`src/rtl/sub_pkg.sv`:
```
// Shared types and constants for the bit-serial subtractor.
package sub_pkg;

  typedef enum logic [1:0] {
    IDLE,
    RUN,
    DONE
  } sub_state_t;

  // Two's-complement subtract: a + ~b + 1, so the carry chain starts at 1.
  localparam logic SUB_CIN_INIT = 1'b1;

endpackage

```
`src/rtl/serial_subtractor_if.sv`:
```
// Operand/result handshake bundle for the bit-serial subtractor.
interface serial_subtractor_if #(
  parameter int unsigned WIDTH = 8
);

  logic             in_valid;
  logic             in_ready;
  logic [WIDTH-1:0] a;
  logic [WIDTH-1:0] b;
  logic             out_valid;
  logic             out_ready;
  logic [WIDTH-1:0] diff;
  logic             borrow;

  modport master (
    output in_valid, a, b, out_ready,
    input  in_ready, out_valid, diff, borrow
  );

  modport slave (
    input  in_valid, a, b, out_ready,
    output in_ready, out_valid, diff, borrow
  );

endinterface

```
`src/rtl/serial_subtractor_fa.sv`:
```
// 1-bit full-adder cell.
module serial_subtractor_fa (
  input  logic a,
  input  logic b,
  input  logic cin,
  output logic sum,
  output logic cout
);

  assign sum  = a ^ b ^ cin;
  assign cout = (a & b) | (a & cin) | (b & cin);

endmodule

```
`src/rtl/serial_subtractor.sv`:
```
// Bit-serial subtractor: diff = a - b, one bit per clock, LSB first.
module serial_subtractor
  import sub_pkg::*;
#(
  parameter int unsigned WIDTH = 8
) (
  input logic               clk,
  input logic               rst,
  serial_subtractor_if.slave bus
);

  localparam int unsigned CW = $clog2(WIDTH + 1);
  localparam logic [CW-1:0] LAST = CW'(WIDTH - 1);

  sub_state_t       state_q, state_d;
  logic [WIDTH-1:0] sa_q, sa_d;
  logic [WIDTH-1:0] sb_q, sb_d;
  logic [WIDTH-1:0] sd_q, sd_d;
  logic [WIDTH-1:0] diff_q, diff_d;
  logic             borrow_q, borrow_d;
  logic             carry_q, carry_d;
  logic [CW-1:0]    count_q, count_d;
  logic             sum;
  logic             cout;

  serial_subtractor_fa u_fa (
    .a    (sa_q[0]),
    .b    (~sb_q[0]),
    .cin  (carry_q),
    .sum  (sum),
    .cout (cout)
  );

  // Next-state: capture operands, shift one bit per RUN cycle, publish result on entry to DONE.
  always_comb begin
    state_d  = state_q;
    sa_d     = sa_q;
    sb_d     = sb_q;
    sd_d     = sd_q;
    carry_d  = carry_q;
    count_d  = count_q;
    diff_d   = diff_q;
    borrow_d = borrow_q;
    unique case (state_q)
      IDLE: begin
        if (bus.in_valid) begin
          sa_d    = bus.a;
          sb_d    = bus.b;
          carry_d = SUB_CIN_INIT;
          count_d = '0;
          state_d = RUN;
        end
      end
      RUN: begin
        sa_d    = sa_q >> 1;
        sb_d    = sb_q >> 1;
        sd_d    = (sd_q >> 1) | (WIDTH'(sum) << (WIDTH - 1));
        carry_d = cout;
        count_d = count_q + 1'b1;
        if (count_q == LAST) begin
          state_d  = DONE;
          diff_d   = sd_d;
          // Carry-out of a + ~b + 1 is 1 exactly when no borrow occurred.
          borrow_d = ~cout;
        end
      end
      DONE: begin
        if (bus.out_ready) begin
          state_d = IDLE;
        end
      end
      default: state_d = IDLE;
    endcase
  end

  // State register with synchronous active-high reset; reset aborts any operation.
  always_ff @(posedge clk) begin
    if (rst) begin
      state_q  <= IDLE;
      sa_q     <= '0;
      sb_q     <= '0;
      sd_q     <= '0;
      diff_q   <= '0;
      borrow_q <= 1'b0;
      carry_q  <= 1'b0;
      count_q  <= '0;
    end else begin
      state_q  <= state_d;
      sa_q     <= sa_d;
      sb_q     <= sb_d;
      sd_q     <= sd_d;
      diff_q   <= diff_d;
      borrow_q <= borrow_d;
      carry_q  <= carry_d;
      count_q  <= count_d;
    end
  end

  // Handshake flags are masked during the reset cycle itself.
  assign bus.in_ready  = (state_q == IDLE) && !rst;
  assign bus.out_valid = (state_q == DONE) && !rst;
  assign bus.diff      = diff_q;
  assign bus.borrow    = borrow_q;

endmodule
```
`src/flat_wrapper.sv`:
```
// flat-port wrapper written by rule: the top's interface ports become plain ports
module serial_subtractor_flat import sub_pkg::*;
#(
  parameter int unsigned WIDTH = 8
)
  (clk, rst, bus_in_valid, bus_a, bus_b, bus_out_ready, bus_in_ready, bus_out_valid, bus_diff, bus_borrow);
  serial_subtractor_if #(.WIDTH(WIDTH)) bus_i ();
  input logic clk;
  input logic rst;
  input wire logic [$bits(bus_i.in_valid)-1:0] bus_in_valid;
  input wire logic [$bits(bus_i.a)-1:0] bus_a;
  input wire logic [$bits(bus_i.b)-1:0] bus_b;
  input wire logic [$bits(bus_i.out_ready)-1:0] bus_out_ready;
  output wire logic [$bits(bus_i.in_ready)-1:0] bus_in_ready;
  output wire logic [$bits(bus_i.out_valid)-1:0] bus_out_valid;
  output wire logic [$bits(bus_i.diff)-1:0] bus_diff;
  output wire logic [$bits(bus_i.borrow)-1:0] bus_borrow;
  assign bus_i.in_valid = bus_in_valid;
  assign bus_i.a = bus_a;
  assign bus_i.b = bus_b;
  assign bus_i.out_ready = bus_out_ready;
  assign bus_in_ready = bus_i.in_ready;
  assign bus_out_valid = bus_i.out_valid;
  assign bus_diff = bus_i.diff;
  assign bus_borrow = bus_i.borrow;
  serial_subtractor #(.WIDTH(WIDTH)) u_core (.clk(clk), .rst(rst), .bus(bus_i));
endmodule
```
`config.mk`:
```
export PLATFORM = sky130hd
export DESIGN_NAME = serial_subtractor_flat
export DESIGN_NICKNAME = d
export VERILOG_FILES = /design/src/rtl/sub_pkg.sv /design/src/rtl/serial_subtractor_if.sv /design/src/rtl/serial_subtractor_fa.sv /design/src/rtl/serial_subtractor.sv /design/src/flat_wrapper.sv
export SDC_FILE = /design/constraint.sdc
export NUM_CORES = 1
export LEC_CHECK = 0
export CAP_MARGIN = 10
export CORE_UTILIZATION = 56
export CTS_CLUSTER_DIAMETER = 120
export DETAILED_ROUTE_END_ITERATION = 10
export GPL_ROUTABILITY_DRIVEN = 0
export GPL_TIMING_DRIVEN = 0
export PLACE_DENSITY = 0.92
export SLEW_MARGIN = 20
export SYNTH_ARGS = -nofsm -noshare
export SYNTH_HDL_FRONTEND = slang
export SYNTH_SLANG_ARGS = --single-unit
```
`constraint.sdc`:
```
create_clock -name clk -period 2.1 [get_ports clk]
set_input_delay 0.42 -clock clk [delete_from_list [all_inputs] [get_ports clk]]
set_output_delay 0.42 -clock clk [all_outputs]
set_load 0.005 [all_outputs]
```
Word-level counts from Yosys, hierarchy flattened
Index checks and enable logic that the tools add are counted.
{"block": "classes", "n_addsub": 1, "mul": 0, "n_div": 0, "n_lt_le_gt_ge": 0, "eq_ne": 6, "shift": 0, "mux": 12, "bitwise": 10, "n_reduce_logical": 8}
{"cell": "one-hot mux 8 bit (2 select lines)", "count": 2}
{"cell": "two-way mux 8 bit", "count": 2}
{"cell": "bitwise OR 7 x 8 -> 8 bit", "count": 1}
{"cell": "one-hot mux 4 bit (2 select lines)", "count": 1}
{"cell": "two-way mux 2 bit", "count": 3}
{"cell": "one-hot mux 2 bit (3 select lines)", "count": 1}
{"cell": "adder 4 x 1 -> 4 bit, second input constant", "count": 1}
{"cell": "equality test 4 x 3 -> 1 bit, second input constant", "count": 1}
{"cell": "two-way mux 4 bit", "count": 1}
{"cell": "!= test 2 bit, second input constant", "count": 2}
{"cell": "AND reduction 2 bit", "count": 2}
{"cell": "AND 1 bit", "count": 3}
{"cell": "AND reduction 3 bit", "count": 1}
{"cell": "equality test 2 x 1 -> 1 bit, second input constant", "count": 1}
{"cell": "equality test 2 bit, second input constant", "count": 1}
{"cell": "logical AND 1 bit", "count": 2}
{"cell": "logical NOT 2 bit", "count": 1}
{"cell": "!= test 2 x 1 -> 1 bit, second input constant", "count": 1}
{"cell": "NOT 1 bit", "count": 2}
{"cell": "bitwise OR 1 bit", "count": 2}
{"cell": "one-hot mux 1 bit (2 select lines)", "count": 1}
{"cell": "nonzero test 2 bit", "count": 1}
{"cell": "bitwise XOR 1 bit", "count": 2}
{"cell": "logical NOT 1 bit", "count": 1}
{"cell": "two-way mux 1 bit", "count": 1}
{"block": "totals", "ff_bits": 40, "latch_bits": 0, "ramBits": 0, "rom_bits": 0, "input_bits": 20, "out_inout_bits": 11, "mem_count": 0}

Depth between registers and ports, before layout
{"block": "depth", "ltp_word": 5, "mapped_depth": 5, "depth_no_buf": 4}

Hierarchy
A second synthesis with hierarchy kept.
{"block": "hier_totals", "cells_unflattened": 210, "hier_area_um2": 1784.2}
{"mod": "serial_subtractor", "n_inst": 1, "cells_each": 209, "area_each_um2": 1764.2, "seq_area_each_um2": 780.7}
{"mod": "serial_subtractor_fa", "n_inst": 1, "cells_each": 1, "area_each_um2": 20.0, "seq_area_each_um2": 0.0}

Worst setup path after synthesis
Ideal clock, no wire load.
{"block": "synth_timing", "kind": "register -> output", "start": "register u_core.state_q[0]", "end": "output port bus_in_ready", "t_arrival_ps": 927, "required_time_ps": 1680, "path_slack_ps": 753, "path_stages_with_launch": 4, "n_path_buf": 1, "cell_sequence": "dfxtp_1 buf_2 or2_2 nor2_1"}
{"block": "synth_between", "elab_chain_cells": 2}
{"element": "from (decl)", "line": "serial_subtractor.sv:15", "rtl": "sub_state_t state_q, state_d;"}
{"element": "from (signal assigned)", "line": "serial_subtractor.sv:88", "rtl": "state_q <= state_d;"}
{"element": "logical NOT 2 bit", "line": "serial_subtractor.sv:100", "rtl": "assign bus.in_ready = (state_q == IDLE) && !rst;"}
{"element": "logical AND 1 bit", "line": "serial_subtractor.sv:100"}
{"element": "to (decl)", "line": "flat_wrapper.sv:14", "rtl": "output wire logic [$bits(bus_i.in_ready)-1:0] bus_in_ready;"}
Every way passes these cells.

Worst setup path after layout
Ends and elaborated chain as after synthesis.

==> results_dict.tcl <==
set metrics [dict create \
    status "finished, final reports clean" \
    stdcell_count 308 \
    r2r_start "u_core.count_q[0]$_SDFFE_PP0P_" \
    p_leak_nw 0.866 \
    critPathMaxFanout 6 \
    design_area_um2 2280 \
    ys_types 31 \
    cts_max_path_buffers 2 \
    cts.sinks 39 \
    vias_per_cell 5.57 \
    netlist_area_um2 1820 \
    setup.worst_path.start_class "flop" \
    hpwlAfterDp_mm 2.75 \
    antenna_found_initial 0 \
    clock_latency_ns 0.37 \
    drive_above_1_share 0.152 \
    ys_seq_area_frac 0.428 \
    async_flop_share 0 \
    die_h_um 59.1 \
    worst_pin_slew_ns 0.474 \
    diodes 0 \
    grt_max_degree 19 \
    post-place-cells 300 \
    worstPathRequired_ns 1.68 \
    io_pins 31 \
    clkSlewWorstSetupHoldPaths_ns 0.12 \
    vias 1715 \
    coreArea_um2 3080 \
    dr.pass1.iters 4 \
    vdd_ir_drop_max_mv 0.418 \
    min-delay-start "u_core.sd_q[3]$_SDFFE_PP0P_" \
    finalHoldViolCount 0 \
    grt_pass1_vias 1495 \
    synth-edff-count 0 \
    worst_slack_ns 0.0840 \
    dr.first_iter.drc_count 105 \
    worstSetupStartpoint "u_core.state_q[0]$_SDFFE_PP0P_" \
    track_usage 0.249 \
    cp.arrival_ns 1.60 \
    avgSynthCellArea_um2 8.07 \
    dp_slack_ns -0.161 \
    cts-root-buf "clkbuf_4" \
    synth_warnings 0 \
    final.setup.tns_ns 0 \
    ys_ff_latch 39 \
    overflow 0 \
    drc_errors 0 \
    power_mw 1.55 \
    routed_wl_mm 4.12 \
    netlist_instances 226 \
    final_nets 285 \
    die_w_um 59.1 \
    cts_buffers 5 \
    initial_core_util 0.593 \
    maxSlewViolCount 0 \
    layout_min_cycle_time_ns 2.02 \
    fin_skew_ns 0.0142 \
    rsz0062_at_grt "no" \
    power.density_nw_per_um2 681 \
    rows 20 \
    wl_per_cell_um 13.4 \
    postCtsHoldBufs 0 \
    hold_class "reg2reg" \
    placed_area_um2 2180 \
    ys.flop_type "dfxtp_1" \
    path_class "reg2out" \
    setup_viol 0 \
    worst_setup_path_end_kind "primary output" \
    die_area_um2 3490 \
    slew_headroom 0.684 \
    period_share 0.960 \
    syn_nets 248 \
    cts-htree-levels 2 \
    maxCapViolations 0 \
    ant_nets 0 \
    cts_tree "done" \
    grt_pass1_wl_mm 6.48 \
    io_buffers 30 \
    syn_to_final_growth_pct 25.0 \
    fmax_mhz 496 \
]
==> worst max-delay path, cell delays in order, from the launching register on <==
cell,delay [ns]
dfxtp_4,0.38
or2_4,0.27
nor2_1,0.09
clkdlybuf4s50_1,0.51
==> cells in the final DEF, fill, tap and decap left out, drive strengths merged, types with 2 or more instances in the layout <==
cell type	instances
nor3b	2
buf	16
o221a	14
dfxtp	39
nor2b	6
nor2	28
nand2b	2
a21oi	45
inv	15
nand3	10
o22ai	2
nand2	19
o22a	3
clkdlybuf4s50	29
clkbuf	10
o31ai	8
==> sequential cells by signal, indices dropped and copies added (netlist names) <==
signal and count:
u_core.bus.diff 8, u_core.count_q 4, u_core.sb_q 8, u_core.state_q 2, u_core.sd_q 7, u_core.carry_q 1, u_core.bus.borrow 1, u_core.sa_q 8
==> through the flow <==
stage	hold WS, ns	utilization
after floorplan	0.437	-
after global placement	0.447	0.708
after detailed placement	0.453	0.708
after CTS	0.469	0.734
after global routing	0.495	0.741
final	0.463	0.741
==> cell usage after synthesis (2+ instances only) <==
library cell / n / area, µm²
o22ai_1: 2 / 12.5
o31ai_1: 8 / 60.1
clkbuf_1: 5 / 18.8
dfxtp_1: 39 / 781
nor2b_1: 6 / 37.5
buf_2: 13 / 65.1
o22a_1: 3 / 26.3
a21oi_1: 45 / 225
inv_1: 15 / 56.3
o221a_2: 14 / 158
nor3b_1: 2 / 15.0
nand2_1: 19 / 71.3
nor2_1: 28 / 105
nand3_1: 10 / 50.1
==> power breakdown <==
group	total, mW	internal (mW)	switching (mW)
sequential	0.802	0.774	0.0283
clock	0.538	0.281	0.257
combinational	0.211	0.108	0.104
==> worst paths after layout <==
kind                                          end  slack [ns]  cells past startpoint
setup / recovery                     bus_in_ready        0.08                      3
setup reg to reg  u_core.bus.diff[4]$_SDFFE_PP0P_        0.74                      5
hold reg to reg       u_core.sd_q[2]$_SDFFE_PP0P_        0.46                      2
hold / removal        u_core.sd_q[2]$_SDFFE_PP0P_        0.46                      2
==> cells by family (layout without fill, tap and decap cells) <==
kind of cell / count (synthesis) / count (layout) / synth area share
and+or+nand+nor: 71 / 71 / 0.178
DFF: 39 / 39 / 0.428
adders and majority gates: 2 / 2 / 0.0178
buffers and inverters: 35 / 73 / 0.0830
AOI/OAI and AO/OA: 78 / 78 / 0.287
muxes: 1 / 1 / 0.00549
==> routing by layer <==
layer  vias up  part of all wire  global-route usage
met4         0             0.018               0.136
met3        11             0.065              0.0480
met2        48              0.45               0.377
met5         -                 0                   0
met1       792              0.46               0.336
li1        864                 -                   -
==> area by class of cell <==
class | instances | area (µm²)
Buffer | 18 | 88.8
Multi-Input combinational cell | 152 | 895
Sequential cell | 39 | 785
Clock inverter | 2 | 35.0
Fill cell | 234 | 798
Timing Repair Buffer | 32 | 314
Clock buffer | 6 | 51.3
Tap cell | 44 | 55.1
Inverter | 15 | 56.3
==> repair_timing <==
action / CTS / global route
setup buffers: 0 / 2
gates resized for setup: 3 / 3
endpoints found under the setup margin: 2 / 2
No activity file was read; power rests on OpenSTA's default activity.
